`config.mk`:
```
export PLATFORM = sky130hd
export DESIGN_NAME = rv32e_lsu
export DESIGN_NICKNAME = d
export VERILOG_FILES = /design/src/rtl/rv32e_pkg.sv /design/src/rtl/rv32e_lsu_align.sv /design/src/rtl/rv32e_lsu.sv
export SDC_FILE = /design/constraint.sdc
export NUM_CORES = 1
export LEC_CHECK = 0
export ABC_CLOCK_PERIOD_IN_PS = 7640
export CAP_MARGIN = 40
export CORE_MARGIN = 2
export CORE_UTILIZATION = 65
export DETAILED_ROUTE_END_ITERATION = 10
export DONT_BUFFER_PORTS = 1
export PLACE_DENSITY = 0.81
export SLEW_MARGIN = 40
export SYNTH_ARGS = -nofsm -noshare
export SYNTH_HDL_FRONTEND = slang
export SYNTH_SLANG_ARGS = --single-unit
```
`constraint.sdc`:
```
create_clock -name clk -period 7.64 [get_ports clk]
set_input_delay 1.91 -clock clk [delete_from_list [all_inputs] [get_ports clk]]
set_output_delay 1.91 -clock clk [all_outputs]
set_load 0.1 [all_outputs]
```
`src/rtl/rv32e_pkg.sv`:
```
// rv32e_pkg: shared encodings for the RV32E load/store unit.
//   SIZE_*      : request access-size encodings (2'b11 is illegal)
//   lsu_state_e : LSU controller states
package rv32e_pkg;

    localparam logic [1:0] SIZE_B = 2'b00;
    localparam logic [1:0] SIZE_H = 2'b01;
    localparam logic [1:0] SIZE_W = 2'b10;

    typedef enum logic [2:0] {
        IDLE,
        LOAD,
        LWAIT,
        STORE,
        RESP
    } lsu_state_e;

endpackage

```
`src/rtl/rv32e_lsu_align.sv`:
```
// rv32e_lsu_align: purely combinational alignment helper.
//   off_i/size_i    -> misalign_o (misaligned or illegal size)
//   wdata_i         -> be_o, wdata_o (lane mask and lane-replicated store data)
//   rdata_i, uns_i  -> rdata_o (load word shifted to bit 0, then sign/zero extended)
module rv32e_lsu_align
    import rv32e_pkg::*;
(
    input  logic [1:0]  off_i,
    input  logic [1:0]  size_i,
    input  logic        uns_i,
    input  logic [31:0] wdata_i,
    input  logic [31:0] rdata_i,
    output logic        misalign_o,
    output logic [3:0]  be_o,
    output logic [31:0] wdata_o,
    output logic [31:0] rdata_o
);

    logic [31:0] shifted;

    always_comb begin
        misalign_o = 1'b0;
        be_o       = 4'b0000;
        wdata_o    = 32'h0;
        rdata_o    = 32'h0;
        // Byte offset times 8 moves the addressed lane down to bit 0.
        shifted    = rdata_i >> {off_i, 3'b000};
        case (size_i)
            SIZE_B: begin
                be_o    = 4'b0001 << off_i;
                wdata_o = {4{wdata_i[7:0]}};
                rdata_o = uns_i ? {24'h0, shifted[7:0]}
                                : {{24{shifted[7]}}, shifted[7:0]};
            end
            SIZE_H: begin
                misalign_o = off_i[0];
                be_o       = off_i[1] ? 4'b1100 : 4'b0011;
                wdata_o    = {2{wdata_i[15:0]}};
                rdata_o    = uns_i ? {16'h0, shifted[15:0]}
                                   : {{16{shifted[15]}}, shifted[15:0]};
            end
            SIZE_W: begin
                misalign_o = (off_i != 2'b00);
                be_o       = 4'b1111;
                wdata_o    = wdata_i;
                rdata_o    = rdata_i;
            end
            default: misalign_o = 1'b1;
        endcase
    end

endmodule

```
`src/rtl/rv32e_lsu.sv`:
```
// rv32e_lsu: load/store unit between the execute stage and the data RAM.
//   req_*  : CPU request (valid/ready handshake, accepted only in IDLE)
//   resp_* : response (valid/ready), rdata extended, fault on misalign/illegal
//   mem_*  : word-aligned RAM port with one-cycle read/write strobes,
//            read data returned the cycle after mem_read_enable
module rv32e_lsu
    import rv32e_pkg::*;
#(
    parameter int ADDR_WIDTH = 32,
    parameter int DATA_WIDTH = 32
) (
    input  logic                  clk,
    input  logic                  reset,
    input  logic                  req_valid,
    output logic                  req_ready,
    input  logic                  req_we,
    input  logic [1:0]            req_size,
    input  logic                  req_unsigned,
    input  logic [ADDR_WIDTH-1:0] req_addr,
    input  logic [DATA_WIDTH-1:0] req_wdata,
    output logic                  resp_valid,
    input  logic                  resp_ready,
    output logic [DATA_WIDTH-1:0] resp_rdata,
    output logic                  resp_fault,
    output logic [ADDR_WIDTH-1:0] mem_addr_bus,
    output logic                  mem_read_enable,
    input  logic [DATA_WIDTH-1:0] mem_read_data_bus,
    output logic                  mem_write_enable,
    output logic [3:0]            mem_byte_enable,
    output logic [DATA_WIDTH-1:0] mem_write_data_bus
);

    lsu_state_e            state_q, state_d;
    logic [ADDR_WIDTH-1:0] addr_q;
    logic [1:0]            size_q;
    logic                  we_q;
    logic                  uns_q;
    logic [DATA_WIDTH-1:0] wdata_q;
    logic [DATA_WIDTH-1:0] rdata_q;
    logic                  fault_q;

    logic        hs;
    logic        run;
    logic [1:0]  al_off;
    logic [1:0]  al_size;
    logic        al_misalign;
    logic [3:0]  al_be;
    logic [31:0] al_wdata;
    logic [31:0] al_rdata;

    // Outputs are forced quiet while reset is held, whatever the state.
    assign run = ~reset;
    assign hs  = req_valid & req_ready;

    // The fault decision must be made on the live request in IDLE (faults
    // respond at N+1); every later use works from the captured request.
    assign al_off  = (state_q == IDLE) ? req_addr[1:0] : addr_q[1:0];
    assign al_size = (state_q == IDLE) ? req_size      : size_q;

    rv32e_lsu_align u_align (
        .off_i      (al_off),
        .size_i     (al_size),
        .uns_i      (uns_q),
        .wdata_i    (wdata_q),
        .rdata_i    (mem_read_data_bus),
        .misalign_o (al_misalign),
        .be_o       (al_be),
        .wdata_o    (al_wdata),
        .rdata_o    (al_rdata)
    );

    always_comb begin
        state_d = state_q;
        case (state_q)
            IDLE: begin
                if (hs) begin
                    if (al_misalign) state_d = RESP;
                    else if (req_we) state_d = STORE;
                    else             state_d = LOAD;
                end
            end
            LOAD:    state_d = LWAIT;
            LWAIT:   state_d = RESP;
            STORE:   state_d = RESP;
            RESP:    if (resp_ready) state_d = IDLE;
            default: state_d = IDLE;
        endcase
    end

    always_ff @(posedge clk) begin
        if (reset) begin
            state_q <= IDLE;
            addr_q  <= '0;
            size_q  <= '0;
            we_q    <= 1'b0;
            uns_q   <= 1'b0;
            wdata_q <= '0;
            rdata_q <= '0;
            fault_q <= 1'b0;
        end else begin
            state_q <= state_d;
            if (hs) begin
                addr_q  <= req_addr;
                size_q  <= req_size;
                we_q    <= req_we;
                uns_q   <= req_unsigned;
                wdata_q <= req_wdata;
                rdata_q <= '0;   // stores and faults respond with zero data
                fault_q <= al_misalign;
            end
            if (state_q == LWAIT) rdata_q <= al_rdata;
        end
    end

    always_comb begin
        req_ready          = run && (state_q == IDLE);
        resp_valid         = run && (state_q == RESP);
        resp_rdata         = resp_valid ? rdata_q : '0;
        resp_fault         = resp_valid & fault_q;
        mem_read_enable    = run && (state_q == LOAD);
        mem_write_enable   = run && (state_q == STORE) && we_q;
        mem_addr_bus       = (mem_read_enable || mem_write_enable)
                             ? {addr_q[ADDR_WIDTH-1:2], 2'b00} : '0;
        mem_byte_enable    = mem_write_enable ? al_be : 4'b0000;
        mem_write_data_bus = mem_write_enable ? al_wdata : '0;
    end

endmodule

```
==> impl_metrics.toml, run 1 <==
[detailed_routing]
ant_nets = 0
drt_pass1_iterations = 5
post-route-drc-count = 0
postRouteWirelength_um = 15120
route.detailed.wl_per_inst_um = 18.93
first_iter_violations = 418
vias = 5086
vias_per_cell = 6.365

[synthesis]
synth_top_area_frac = 0.3752
synth.largest_area_cell = "dfxtp_1"
synthCells = 685
ys_async_sr_fraction = 0
yosysWarnings = 0
ys_seq_elements = 104
synth_area_leaders = "dfxtp_1, nand2_1, nand3b_1, and2_1, a22oi_1"
synth-edff-count = 0
ys_types = 45
synth_flop_cell = "dfxtp_1"
synth_area_um2 = 5549
syn_area_per_cell_um2 = 8.101
yosysSeqAreaShare = 0.3752

[finish]
drive_gt1_frac = 0.2641
fin_area_um2 = 6409
nets = 792
nFillCells = 586
syn_to_final_growth_pct = 15.49

[setup_path]
startpoint = "reset"
crit_type = "input pin to output pin"
rrSetupSlack_ns = 4.65
critPathCaptureType = "output pin"
cp-endpoint = "mem_addr_bus[11]"
crit_arrival_ns = 4.13
cp_max_fo = 77
r2r-end = "rdata_q[29]$_SDFFE_PP0P_"
worstReg2RegStart = "state_q[2]$_SDFFE_PP0P_"
r2r_cells = 6
cp.required_ns = 5.73
startpoint_type = "input pin"

[pwr]
ir_worst_vdd_uv = 166.0
power.density_nw_per_um2 = 286.9
power.leakage_nw = 2.652

[global_route]
grt.total_usage = 0.3183
antenna_found_initial = 1
grt_pass1_wl_um = 23200
grt_start_max_net_pins = 78
grt_pass1_vias = 4740
grt_overflow = 0

[cts]
cts_inserted_buffers = 9
cts_tree = "done"
hold_buffers = 0
clock-root-buffer = "clkbuf_8"
cts_max_level = 3
cts_setup_buffers = 0
post_cts_resize_count = 0
clkTransAtPathRegs_ns = 0.09
cts_buffer_depth = 2
cts_sinks = 104
clk-insertion-delay-late_ns = 0.37

[floorplan]
rows = 33
num_io_pins = 209
die_h_um = 96.40
initial_core_util = 0.6720
coreArea_um2 = 8258
dieArea_um2 = 9292
fp.dieW_um = 96.40

[timing]
max_slew_margin = 0.4262
fmax_mhz = 165.5
fin_crit_sh = 0.7909
tightest_slew_ns = 0.8367
clock_skew_ns = 0.01396
fin_tns_setup_ns = 0
period_needed_ns = 6.042
setup_viol = 0
slew_violations = 0
hold_viol_final = 0
rsz0062_at_grt = "false"

[placement]
place_area_um2 = 6166
dp_hpwl_um = 10630
place_congestion = 0.8718
port_buffers = 0

[worst_hold_path]
hold_path_depth = 2
min_path_type = "flop to flop"

[flow_run]
maxCapViolations = 0

[status]
status = "finished clean"
[cells in the mapped netlist, types with 11 or more instances]
library cell / n
nand2_1: 144
dfxtp_1: 104
and2_1: 72
nand3b_1: 67
clkbuf_1: 43
a22oi_1: 32
nor2_1: 29
o21ai_0: 28
a21oi_1: 21
a221o_2: 16
mux2_2: 11
nor3_1: 11
[metal layers]
metal | track usage | up-vias | part of all wire
li1 | - | 2390 | -
met1 | 0.4097 | 2381 | 0.40
met2 | 0.5064 | 278 | 0.48
met3 | 0.09077 | 37 | 0.099
met4 | 0.1232 | 0 | 0.021
met5 | 0 | - | 0
[where the power goes]
group          total [mW]  switching, mW  internal [mW]
logic               0.702          0.455          0.248
registers           0.742         0.0973          0.645
clock network       0.394          0.196          0.198
total                1.84          0.748           1.09
[metrics by stage]
stage,utilization,hold WS (ns),setup slack [ns],cells,total power [mW]
floorplan,-,0.4177,0.1642,686,1.255
global placement,0.7253,0.4287,1.638,782,1.403
detailed placement,0.7467,0.4452,1.633,782,1.441
CTS,0.7752,0.4677,1.629,798,1.834
global route,0.7761,0.4954,1.535,799,1.933
finish,0.7761,0.4625,1.598,799,1.839
[layout make-up]
| cell class | instances | area (um2) | area share |
|---|---|---|---|
| clock inverters | 6 | 97.59 | 0.01523 |
| clock buffers | 10 | 137.6 | 0.02148 |
| diodes | 1 | 2.502 | 0.0003905 |
| flip-flops and latches | 104 | 2082 | 0.3249 |
| well taps | 105 | 131.4 | 0.02050 |
| inverters | 9 | 33.78 | 0.005271 |
| multi-input cells | 517 | 3493 | 0.5451 |
| repair buffers | 47 | 430.4 | 0.06716 |
[how the worst min path moves through the flow]
stage                               endpoint  slack, ns                      from
finish               rdata_q[2]$_SDFFE_PP0P_       0.46   rdata_q[2]$_SDFFE_PP0P_
global placement    rdata_q[15]$_SDFFE_PP0P_       0.43  rdata_q[15]$_SDFFE_PP0P_
detailed placement   rdata_q[3]$_SDFFE_PP0P_       0.45   rdata_q[3]$_SDFFE_PP0P_
global route        wdata_q[24]$_SDFFE_PP0P_       0.50  wdata_q[24]$_SDFFE_PP0P_
CTS                  rdata_q[2]$_SDFFE_PP0P_       0.47   rdata_q[2]$_SDFFE_PP0P_
floorplan           rdata_q[15]$_SDFFE_PP0P_       0.42  rdata_q[15]$_SDFFE_PP0P_
[state kept, by name, summed over array words and instances (netlist names)]
register  flops
state_q       3
fault_q       1
rdata_q      32
wdata_q      32
uns_q         1
size_q        2
we_q          1
addr_q       32
[layout by cell type (no fill, tap or decap), drive strengths merged, types with 5 or more instances in the layout]
cell / instances
nand2: 144
a22oi: 32
a32oi: 8
nor2: 29
o21ai: 28
nor2b: 8
nor3b: 5
nor3: 13
mux2i: 10
a21oi: 21
o22a: 7
inv: 11
a221o: 16
nand3b: 67
clkbuf: 11
buf: 46
mux2: 12
dfxtp: 104
o31ai: 9
nand3: 9
and2: 72
[logic make-up (layout without fill, tap and decap cells)]
| group | count (synthesis) | count (layout) | share of synthesized area |
|---|---|---|---|
| AOI/OAI and AO/OA | 128 | 128 | 0.1684 |
| muxes | 24 | 24 | 0.05411 |
| and+or+nand+nor | 363 | 363 | 0.3508 |
| other | 1 | 3 | 0.0006758 |
| DFF | 104 | 104 | 0.3752 |
| buffers and inverters | 65 | 72 | 0.05073 |
[critical path, stage by stage]
cell	delay, ns
nand4b_1	0.10
buf_4	0.57
inv_2	0.44
or2_2	0.58
and2_1	0.25
buf_4	0.23
No activity file was read; power rests on OpenSTA's default activity.
==> run 2: changes to the inputs <==
--- a/config.mk
+++ b/config.mk
@@ -5,13 +5,13 @@
 export SDC_FILE = /design/constraint.sdc
 export NUM_CORES = 1
 export LEC_CHECK = 0
-export ABC_CLOCK_PERIOD_IN_PS = 7640
+export ABC_CLOCK_PERIOD_IN_PS = 5150
 export CAP_MARGIN = 40
 export CORE_MARGIN = 2
-export CORE_UTILIZATION = 65
+export CORE_UTILIZATION = 58
 export DETAILED_ROUTE_END_ITERATION = 10
 export DONT_BUFFER_PORTS = 1
-export PLACE_DENSITY = 0.81
+export PLACE_DENSITY = 0.76
 export SLEW_MARGIN = 40
 export SYNTH_ARGS = -nofsm -noshare
 export SYNTH_HDL_FRONTEND = slang
==> constraint.sdc (replaced) <==
create_clock -name clk -period 5.15 [get_ports clk]
set_input_delay 1.2875 -clock clk [delete_from_list [all_inputs] [get_ports clk]]
set_output_delay 1.2875 -clock clk [all_outputs]
set_load 0.1 [all_outputs]
==> run 2 against run 1 <==
Net effect:
- power rose by 47%
- combinational power grew 50%
- via count is 4.1% higher
- sequential share of layout area fell by 2.8 points
- core utilization down 1.8 points
- global-route usage down 1.7 points
- die area rose by 12%
- non-clock buffer count increased by 44
- sequential power grew 48%
- clock skew increased by 0.0056 ns
- setup slack got worse by 0.77 ns
- final cell count is 8.5% higher
- critical path type is now flop to output pin
==> impl_metrics.toml, run 2 (same netlist as run 1, synthesis figures left out) <==
[cts]
cts_tree = "done"
cts_sinks = 104
cts_setup_buffers = 0
clk-insertion-delay-late_ns = 0.37
hold_buffers = 0
post_cts_resize_count = 0
cts_max_level = 3
clkTransAtPathRegs_ns = 0.10
cts_inserted_buffers = 9
clock-root-buffer = "clkbuf_8"
cts_buffer_depth = 2

[detailed_routing]
drt_pass1_iterations = 6
first_iter_violations = 533
post-route-drc-count = 0
vias_per_cell = 6.110
postRouteWirelength_um = 16020
ant_nets = 0
route.detailed.wl_per_inst_um = 18.48
vias = 5297

[setup_path]
startpoint_type = "flop"
crit_arrival_ns = 3.03
cp.required_ns = 3.86
crit_type = "flop to output pin"
r2r_cells = 4
slowest_delay_ns = 0.59
cp_max_fo = 18
slowest_stage = "mux2i_4"
cp_cell_sequence = "nor3_4 -> mux2i_4 -> buf_4 -> o21ai_1 -> a21oi_2 -> buf_12"
critPathCaptureType = "output pin"

[finish]
drive_gt1_frac = 0.2809
final_cells = 867
final_cell_mix = "nand2_1, dfxtp_1, nand3b_1"
utilization = 0.7584
reg_top3 = "addr_q: 32 flops, rdata_q: 32 flops, wdata_q: 32 flops"
nets = 836
syn_to_final_growth_pct = 26.29
mostFrequentLayoutCell = "nand2_1"

[flow_run]
maxCapViolations = 0

[placement]
place_congestion = 0.9166
place_ws_ns = 0.9695
port_buffers = 0
dp_hpwl_um = 11210
place_inst = 850

[timing]
fmax_mhz = 231.4
slew_violations = 0
fin_crit_sh = 0.8391
max_slew_margin = 0.4013
whs_ns = 0.4585
tightest_slew_ns = 0.8939
setup_viol = 0
setup_ws_ns = 0.8286
rsz0062_at_grt = "false"
period_needed_ns = 4.321
clock_skew_ns = 0.01959
hold_viol_final = 0

[pwr]
ir_worst_vdd_uv = 247.6
power.density_nw_per_um2 = 385.4
power.leakage_nw = 2.947
p_total_mw = 2.701

[floorplan]
die_h_um = 101.8
fp.dieW_um = 101.8
coreArea_um2 = 9240
dieArea_um2 = 10370
initial_core_util = 0.6005
rows = 35
num_io_pins = 209

[global_route]
grt.total_usage = 0.3011
grt_start_max_net_pins = 78
grt_pass1_wl_um = 25110
antenna_found_initial = 1
grt_overflow = 0
grt_pass1_vias = 5003

[worst_hold_path]
min_path_type = "flop to flop"
hold_path_depth = 1

[status]
status = "finished clean"
## run 2: changes by cell type in the layout (fill, tap and decap cells not counted), sizes merged
| cell | previous run | this run |
|---|---|---|
| buf | 46 | 90 |
| clkbuf | 11 | 12 |
| bufinv | 2 | 1 |
## run 2: power by group
group	total [mW]	internal, mW	leakage, nW	switching [mW]
clock network	0.544	0.255	0.110	0.289
registers	1.10	0.957	0.851	0.147
logic	1.05	0.386	1.99	0.667
total	2.70	1.60	2.95	1.10
## run 2: path summary, 6_finish.rpt
kind | startpoint | end | slack, ns
setup / recovery | state_q[2]$_SDFFE_PP0P_ | mem_byte_enable[0] | 0.83
hold / removal | rdata_q[15]$_SDFFE_PP0P_ | rdata_q[15]$_SDFFE_PP0P_ | 0.46
setup reg to reg | state_q[1]$_SDFFE_PP0P_ | rdata_q[26]$_SDFFE_PP0P_ | 2.15
hold reg to reg | rdata_q[15]$_SDFFE_PP0P_ | rdata_q[15]$_SDFFE_PP0P_ | 0.46
## run 2: final cells by class
cell class	instances	area, um2
multi-input combinational	517	3369
clock buffer	11	151.4
timing repair buffer	91	1146
tap	129	161.4
inverter	9	33.78
fill	679	2232
clock inverter	5	61.31
sequential	104	2082
antenna	1	2.502
## run 2: stage by stage
stage / setup TNS [ns] / cell area [um2]
2_1_floorplan: -1.126 / 5570
3_3_place_gp: 0 / 6759
3_5_place_dp: 0 / 6793
4_1_cts: 0 / 7005
5_1_grt: 0 / 7008
6_report: 0 / 7008
## run 2: worst max-delay path: cells and delay by family, from the launching register on
kind            cells  cell delay, ns
simple gates        1            0.55
mux                 1            0.59
buf+inv             2            0.54
compound gates      2            0.49
flops               1            0.50
## run 2: routing by layer
layer / global-route usage / share of wire / up-vias
li1: - / - / 2471
met1: 0.4067 / 0.40 / 2507
met2: 0.4701 / 0.46 / 282
met3: 0.08003 / 0.11 / 37
met4: 0.1005 / 0.022 / 0
met5: 0 / 0 / -
